--- src/rtl/multicycle_main_controller_if.sv ---
// rtl/multicycle_main_controller_if.sv - shared memory port between main controller and memory
//
// Signals:
//   mem_ready  memory completes the current read/write this cycle (memory -> controller)
//   memRead    read request (controller -> memory)
//   memWrite   write request (controller -> memory)
//   iorD       address select: 0 PC, 1 ALUOut (controller -> memory mux)
// Modports: master = controller side, slave = memory side.
interface multicycle_main_controller_if;
  logic mem_ready;
  logic memRead;
  logic memWrite;
  logic iorD;

  modport master (input mem_ready, output memRead, output memWrite, output iorD);
  modport slave  (output mem_ready, input memRead, input memWrite, input iorD);
endinterface

--- src/rtl/multicycle_main_controller.sv ---
// rtl/multicycle_main_controller.sv - Moore FSM main controller for the multi-cycle RV32I core
//
// Sequences FETCH/DECODE/EXEC/MEM/WB over a shared memory port with a ready handshake.
// Ports:
//   clk, reset        clock (rising edge), asynchronous active-high reset
//   opCode            instruction-register opcode, valid from DECODE onward
//   mem               memory port (mem_ready in; memRead, memWrite, iorD out)
//   pcWrite, irWrite  PC / IR load strobes
//   regWrite,memToReg register-file write enable and writeback select
//   ALUSrcA/B, ALUOp  ALU operand selects and ALU control class
//   branch, jal, jalr PC-select controls
//   instr_done        registered pulse the cycle after an instruction returns to FETCH
//   mem_timeout       registered pulse the cycle after a memory wait is abandoned
//   illegal_instr     sticky illegal-opcode flag (only with MCC_ILLEGAL_TRAP_EN)
//   state             current state (debug)
// Optional feature: define MCC_ILLEGAL_TRAP_EN to trap unknown opcodes in TRAP state;
// otherwise unknown opcodes retire as a NOP.
module multicycle_main_controller #(
  parameter int OPCODE_W    = 7,
  parameter int ALUOP_W     = 2,
  parameter int TIMEOUT_W   = 8,
  parameter int MEM_TIMEOUT = 64
) (
  input  logic                clk,
  input  logic                reset,
  input  logic [OPCODE_W-1:0] opCode,
  multicycle_main_controller_if.master mem,
  output logic                pcWrite,
  output logic                irWrite,
  output logic                regWrite,
  output logic                memToReg,
  output logic [1:0]          ALUSrcA,
  output logic [1:0]          ALUSrcB,
  output logic [ALUOP_W-1:0]  ALUOp,
  output logic                branch,
  output logic                jal,
  output logic                jalr,
  output logic                instr_done,
  output logic                mem_timeout,
`ifdef MCC_ILLEGAL_TRAP_EN
  output logic                illegal_instr,
`endif
  output logic [3:0]          state
);

  localparam logic [OPCODE_W-1:0] OP_R     = OPCODE_W'(7'b0110011);
  localparam logic [OPCODE_W-1:0] OP_I     = OPCODE_W'(7'b0010011);
  localparam logic [OPCODE_W-1:0] OP_LOAD  = OPCODE_W'(7'b0000011);
  localparam logic [OPCODE_W-1:0] OP_STORE = OPCODE_W'(7'b0100011);
  localparam logic [OPCODE_W-1:0] OP_BR    = OPCODE_W'(7'b1100011);
  localparam logic [OPCODE_W-1:0] OP_JAL   = OPCODE_W'(7'b1101111);
  localparam logic [OPCODE_W-1:0] OP_JALR  = OPCODE_W'(7'b1100111);

  // Last count value before a wait is abandoned; unused when MEM_TIMEOUT is 0.
  localparam logic [TIMEOUT_W-1:0] TO_LAST = TIMEOUT_W'(MEM_TIMEOUT - 1);

  typedef enum logic [3:0] {
    S_FETCH     = 4'd0,
    S_DECODE    = 4'd1,
    S_MEM_ADDR  = 4'd2,
    S_MEM_READ  = 4'd3,
    S_MEM_WB    = 4'd4,
    S_MEM_WRITE = 4'd5,
    S_EXEC_R    = 4'd6,
    S_EXEC_I    = 4'd7,
    S_ALU_WB    = 4'd8,
    S_BRANCH    = 4'd9,
    S_JAL       = 4'd10,
    S_JALR      = 4'd11
`ifdef MCC_ILLEGAL_TRAP_EN
    , S_TRAP    = 4'd12
`endif
  } state_t;

  state_t                 cur_st, nxt_st;
  logic [TIMEOUT_W-1:0]   wait_cnt;
  logic                   wait_st;
  logic                   timeout_hit;

  assign state   = cur_st;
  assign wait_st = (cur_st == S_FETCH) || (cur_st == S_MEM_READ) || (cur_st == S_MEM_WRITE);
  // mem_ready has priority: a completing access is never abandoned.
  assign timeout_hit = (MEM_TIMEOUT != 0) && wait_st && !mem.mem_ready && (wait_cnt == TO_LAST);

`ifdef MCC_ILLEGAL_TRAP_EN
  // TRAP is only left through reset, so the state itself is the sticky flag.
  assign illegal_instr = (cur_st == S_TRAP);
`endif

  always_ff @(posedge clk or posedge reset) begin
    if (reset) begin
      cur_st      <= S_FETCH;
      wait_cnt    <= '0;
      instr_done  <= 1'b0;
      mem_timeout <= 1'b0;
    end else begin
      cur_st      <= nxt_st;
      mem_timeout <= timeout_hit;
      instr_done  <= (nxt_st == S_FETCH) && (cur_st != S_FETCH) && !timeout_hit;
      // FETCH->FETCH on timeout keeps the state, so the abandon itself must clear too.
      if (!wait_st || mem.mem_ready || timeout_hit || (nxt_st != cur_st))
        wait_cnt <= '0;
      else if (wait_cnt != {TIMEOUT_W{1'b1}})
        wait_cnt <= wait_cnt + 1'b1;
    end
  end

  always_comb begin
    nxt_st       = cur_st;
    pcWrite      = 1'b0;
    irWrite      = 1'b0;
    mem.iorD     = 1'b0;
    mem.memRead  = 1'b0;
    mem.memWrite = 1'b0;
    regWrite     = 1'b0;
    memToReg     = 1'b0;
    ALUSrcA      = 2'b00;
    ALUSrcB      = 2'b00;
    ALUOp        = '0;
    branch       = 1'b0;
    jal          = 1'b0;
    jalr         = 1'b0;
    case (cur_st)
      S_FETCH: begin
        mem.memRead = 1'b1;
        ALUSrcB     = 2'b01;
        // Gated by reset so an asynchronous reset landing in FETCH cannot strobe PC/IR.
        if (mem.mem_ready && !reset) begin
          irWrite = 1'b1;
          pcWrite = 1'b1;
        end
        if (mem.mem_ready) nxt_st = S_DECODE;
      end
      S_DECODE: begin
        ALUSrcA = 2'b01;
        ALUSrcB = 2'b10;
        case (opCode)
          OP_R:              nxt_st = S_EXEC_R;
          OP_I:              nxt_st = S_EXEC_I;
          OP_LOAD, OP_STORE: nxt_st = S_MEM_ADDR;
          OP_BR:             nxt_st = S_BRANCH;
          OP_JAL:            nxt_st = S_JAL;
          OP_JALR:           nxt_st = S_JALR;
`ifdef MCC_ILLEGAL_TRAP_EN
          default:           nxt_st = S_TRAP;
`else
          default:           nxt_st = S_FETCH;
`endif
        endcase
      end
      S_MEM_ADDR: begin
        ALUSrcA = 2'b10;
        ALUSrcB = 2'b10;
        nxt_st  = (opCode == OP_LOAD) ? S_MEM_READ : S_MEM_WRITE;
      end
      S_MEM_READ: begin
        mem.memRead = 1'b1;
        mem.iorD    = 1'b1;
        if (mem.mem_ready)  nxt_st = S_MEM_WB;
        else if (timeout_hit) nxt_st = S_FETCH;
      end
      S_MEM_WB: begin
        regWrite = 1'b1;
        memToReg = 1'b1;
        nxt_st   = S_FETCH;
      end
      S_MEM_WRITE: begin
        mem.memWrite = 1'b1;
        mem.iorD     = 1'b1;
        if (mem.mem_ready || timeout_hit) nxt_st = S_FETCH;
      end
      S_EXEC_R: begin
        ALUSrcA = 2'b10;
        ALUOp   = ALUOP_W'(2'b10);
        nxt_st  = S_ALU_WB;
      end
      S_EXEC_I: begin
        ALUSrcA = 2'b10;
        ALUSrcB = 2'b10;
        ALUOp   = ALUOP_W'(2'b11);
        nxt_st  = S_ALU_WB;
      end
      S_ALU_WB: begin
        regWrite = 1'b1;
        nxt_st   = S_FETCH;
      end
      S_BRANCH: begin
        branch  = 1'b1;
        ALUSrcA = 2'b10;
        ALUOp   = ALUOP_W'(2'b01);
        nxt_st  = S_FETCH;
      end
      S_JAL: begin
        jal      = 1'b1;
        regWrite = 1'b1;
        pcWrite  = 1'b1;
        nxt_st   = S_FETCH;
      end
      S_JALR: begin
        jalr     = 1'b1;
        regWrite = 1'b1;
        pcWrite  = 1'b1;
        ALUSrcA  = 2'b10;
        ALUSrcB  = 2'b10;
        nxt_st   = S_FETCH;
      end
`ifdef MCC_ILLEGAL_TRAP_EN
      S_TRAP: nxt_st = S_TRAP;
`endif
      default: nxt_st = S_FETCH;
    endcase
  end

endmodule
--- src/flat_wrapper.sv ---
// flat-port wrapper written by rule: the top's interface ports become plain ports
module multicycle_main_controller_flat 
#(
  parameter int OPCODE_W    = 7,
  parameter int ALUOP_W     = 2,
  parameter int TIMEOUT_W   = 8,
  parameter int MEM_TIMEOUT = 64
)
  (clk, reset, opCode, pcWrite, irWrite, regWrite, memToReg, ALUSrcA, ALUSrcB, ALUOp, branch, jal, jalr, instr_done, mem_timeout, state, mem_mem_ready, mem_memRead, mem_memWrite, mem_iorD);
  multicycle_main_controller_if mem_i ();
  input  logic clk;
  input  logic reset;
  input  logic [OPCODE_W-1:0] opCode;
  output logic pcWrite;
  output logic irWrite;
  output logic regWrite;
  output logic memToReg;
  output logic [1:0] ALUSrcA;
  output logic [1:0] ALUSrcB;
  output logic [ALUOP_W-1:0] ALUOp;
  output logic branch;
  output logic jal;
  output logic jalr;
  output logic instr_done;
  output logic mem_timeout;
  output logic [3:0] state;
  input wire logic [$bits(mem_i.mem_ready)-1:0] mem_mem_ready;
  output wire logic [$bits(mem_i.memRead)-1:0] mem_memRead;
  output wire logic [$bits(mem_i.memWrite)-1:0] mem_memWrite;
  output wire logic [$bits(mem_i.iorD)-1:0] mem_iorD;
  assign mem_i.mem_ready = mem_mem_ready;
  assign mem_memRead = mem_i.memRead;
  assign mem_memWrite = mem_i.memWrite;
  assign mem_iorD = mem_i.iorD;
  multicycle_main_controller #(.OPCODE_W(OPCODE_W), .ALUOP_W(ALUOP_W), .TIMEOUT_W(TIMEOUT_W), .MEM_TIMEOUT(MEM_TIMEOUT)) u_core (.clk(clk), .reset(reset), .opCode(opCode), .mem(mem_i), .pcWrite(pcWrite), .irWrite(irWrite), .regWrite(regWrite), .memToReg(memToReg), .ALUSrcA(ALUSrcA), .ALUSrcB(ALUSrcB), .ALUOp(ALUOp), .branch(branch), .jal(jal), .jalr(jalr), .instr_done(instr_done), .mem_timeout(mem_timeout), .state(state));
endmodule
--- config.mk ---
export PLATFORM = sky130hd
export DESIGN_NAME = multicycle_main_controller_flat
export DESIGN_NICKNAME = d
export VERILOG_FILES = /design/src/rtl/multicycle_main_controller_if.sv /design/src/rtl/multicycle_main_controller.sv /design/src/flat_wrapper.sv
export SDC_FILE = /design/constraint.sdc
export NUM_CORES = 1
export LEC_CHECK = 0
export ABC_AREA = 1
export CORE_AREA = 5 5 54 56
export CTS_BUF_LIST = sky130_fd_sc_hd__clkbuf_16
export DETAILED_ROUTE_END_ITERATION = 12
export DIE_AREA = 0 0 59 61
export MAX_ROUTING_LAYER = met4
export PLACE_DENSITY = 0.76
export SYNTH_ARGS = -nofsm -noshare
export SYNTH_HDL_FRONTEND = slang
export SYNTH_SLANG_ARGS = --single-unit
--- constraint.sdc ---
create_clock -name clk -period 2 [get_ports clk]
set_input_delay 0.6 -clock clk [delete_from_list [all_inputs] [get_ports clk]]
set_output_delay 0.6 -clock clk [all_outputs]
set_load 0.005 [all_outputs]
==> impl_metrics.env <==
export IMPL_syn_num_nets=161
export IMPL_ys_top_cells_by_area="dfrtp_1 (34%), nand2_1 (12%), nor2_1 (9.9%)"
export IMPL_cts_clk_slew_worst_paths_ps=40
export IMPL_p_seq_share_pct=33.2
export IMPL_grt_pass1_vias=1249
export IMPL_cp_max_fo=6
export IMPL_io_buffers=31
export IMPL_num_rows=18
export IMPL_peakVddDrop_mv=0.517
export IMPL_synth_top_family_by_area="simple AND/OR/NAND/NOR gates"
export IMPL_place_ws_ps=-543
export IMPL_yosysSeqAreaShare_pct=34.1
export IMPL_final_util_pct=73.9
export IMPL_cp_data_required_time_ps=1400
export IMPL_cp_start_kind="flop"
export IMPL_ant_nets=0
export IMPL_status="finished, violations left"
export IMPL_htree_levels=1
export IMPL_drive_gt1_share_pct=43.2
export IMPL_clk_latency_ps=240
export IMPL_tightestPinTransition_ps=557
export IMPL_power_density_nw_per_um2=530
export IMPL_netlist_area_um2=1030
export IMPL_syn_area_per_cell_um2=6.84
export IMPL_drt_iter0_drc=35
export IMPL_min_period_ps=2160
export IMPL_ys_ff_latch=14
export IMPL_top_level_ports=32
export IMPL_grt_pass1_wl_mm=5.54
export IMPL_routed_wl_mm=3.37
export IMPL_cts_tree="yes"
export IMPL_timing_critical_path_cells="buf_4 -> nand2_2 -> nor2_2 -> or4_1 -> buf_2"
export IMPL_drt_wirelength_per_cell_um=13.5
export IMPL_overflow=0
export IMPL_cp_slowest_cell="dfrtp_2"
export IMPL_hp_start="u_core.wait_cnt[1]"
export IMPL_synth_top_area_cell="dfrtp_1"
export IMPL_nets=233
export IMPL_root_buffer="clkbuf_16"
export IMPL_startpoint="u_core.state[1]"
export IMPL_grt_max_degree=15
export IMPL_dr_total_vias=1220
export IMPL_skew_ps=3.10
export IMPL_synthMuxAreaShare_pct=0
export IMPL_clk_path_buf_depth=2
export IMPL_fp_coreArea_um2=2390
export IMPL_synth_compound_area_share_pct=7.56
export IMPL_timing_final_ws_setup_ps=-162
export IMPL_drtPass1Iterations=4
export IMPL_p_sw_mw=0.241
export IMPL_stdcell_area_um2=1760
export IMPL_die_h_um=61
export IMPL_syn_to_final_growth_pct=72.0
export IMPL_antenna_cells=0
export IMPL_max_stage_delay_ps=480
export IMPL_crit_family="simple AND/OR/NAND/NOR gates"
export IMPL_hold_viol=0
export IMPL_grtUsageTotal_pct=21.0
export IMPL_synth_simple_gate_area_share_pct=43.9
export IMPL_drc=0
export IMPL_yosys_area_share_adder_pct=1.22
export IMPL_clkPwrFrac_pct=39.4
export IMPL_dieArea_um2=3600
export IMPL_initial_core_util_pct=43.0
export IMPL_slew_headroom_pct=62.8
export IMPL_criticalPathCategory="flop to output pin"
export IMPL_violations="negative setup slack"
export IMPL_synth_top_area_share_pct=34.1
export IMPL_final_cell_mix="nand2_1 (31), buf_4 (30), nor2_1 (19)"
export IMPL_die_w_um=59
export IMPL_cts_made_buffers=3
export IMPL_p_leak_nw=0.960
export IMPL_final_common_cell="nand2_1"
export IMPL_drv_max_cap_violation_count=0
export IMPL_synth_cell_type_count=25
export IMPL_internal_power_mw=0.693
export IMPL_end_kind="output pin"
export IMPL_cts_sinks=14
export IMPL_gp_congestion=0.847
export IMPL_crit_arrival_ps=1560
export IMPL_finalCritPeriodShare_pct=108
export IMPL_antenna_found_initial=0
export IMPL_yosysWarnings=0
export IMPL_place_hpwl_mm=2.40
export IMPL_switching_share_pct=25.8
export IMPL_timing_rr_start="u_core.state[0]"
export IMPL_pwr_share_comb_pct=27.4
export IMPL_rsz0062_at_grt="yes"
export IMPL_synth_xor_area_share_pct=2.56
export IMPL_path_buf_inv=2
export IMPL_finalMaxSlewViolations=0
export IMPL_hold_path_class="flop to flop"
export IMPL_syn_inst=150
export IMPL_finalPower_mw=0.934
export IMPL_setup_violations_final=9
export IMPL_viasPerCell=4.88
export IMPL_dpl_cell_area_um2=1570
export IMPL_fmax_mhz=462
cell type report:
cell class	count	area, µm²
multi-input combinational	107	627
fill	183	623
timing repair buffer	67	554
sequential	14	355
inverter	29	115
clock buffer	3	75.1
tap	30	37.5
stage by stage:
| stage | setup TNS, ps | hold WS (ps) | std cells |
|---|---|---|---|
| 3_3_place_gp | -1930 | 543 | 237 |
| 3_5_place_dp | -2200 | 586 | 237 |
| 6_report | -585 | 570 | 250 |
| 4_1_cts | -317 | 584 | 247 |
| 2_1_floorplan | 0 | 489 | 150 |
| 5_1_grt | -1030 | 598 | 250 |
final timing paths:
check,cells past startpoint,end,slack [ps]
setup reg to reg,15,u_core.instr_done,160
setup / recovery,5,ALUSrcA[1],-160
max in group asynchronous,2,u_core.state[1],770
min in group asynchronous,2,u_core.wait_cnt[4],830
hold reg to reg,2,u_core.wait_cnt[1],570
hold / removal,2,u_core.wait_cnt[1],570
routing by layer:
layer  track usage [%]  part of all wire (%)  vias to the layer above
met3              2.98                   2.9                        4
met4              7.12                   1.3                        0
met1              21.1                    39                      586
met5                 -                     0                        -
li1                  -                     -                      606
met2              41.0                    57                       24
cell usage after synthesis:
cell      instances
nand2_2           4
nand4_1           2
xor2_1            2
dfrtp_1          14
o21ai_0           5
clkinv_1          3
nand4_2           1
nand3b_2          1
nand2_1          33
nor2_2            5
inv_1            22
nor2_4            3
ha_1              1
or4_1             1
nand3_4           2
xnor2_1           1
nand2_4           1
a211oi_1          1
nor2_1           27
a21oi_1           6
o21ai_2           1
o22ai_1           1
inv_2             4
nor3_1            2
nand3_1           7
kinds of logic after synthesis:
family / after synthesis
DFF: 14
and+or+nand+nor: 89
adders and majority gates: 1
buffers and inverters: 29
xor gates and xnor gates: 3
AOI/OAI and AO/OA: 14
worst reg2reg max path: stages (launching register included):
cell and delay [ps]:
dfrtp_2 440, inv_2 100, nor2_4 50, buf_6 110, buf_6 110, nand2_4 80
clkinv_4 70, nor2_4 100, buf_4 100, buf_4 90, buf_4 90, buf_4 90
nor2_1 40, nor2_2 120, nand2_1 70, nor2_1 110
power groups by stage:
stage | registers [mW] | clock network [mW] | logic [mW]
CTS | 0.310 | 0.372 | 0.243
global route | 0.311 | 0.386 | 0.277
floorplan | 0.310 | 0 | 0.0937
global placement | 0.309 | 0 | 0.216
finish | 0.310 | 0.368 | 0.256
detailed placement | 0.310 | 0 | 0.223
flip-flops by register name, indices dropped and copies added (netlist names):
register,count
u_core.instr_done,1
u_core.mem_timeout,1
u_core.wait_cnt,8
u_core.state,4
repair_timing:
item | 4_1_cts | 5_1_grt
endpoints found under the setup margin | 16 | 13
pin swaps | 11 | 7
gates resized for setup | 74 | 13
setup buffers | 8 | 4
endpoints found under the hold margin | 0 | 0
hold buffers | 0 | 0
No activity file was read; power rests on OpenSTA's default activity.
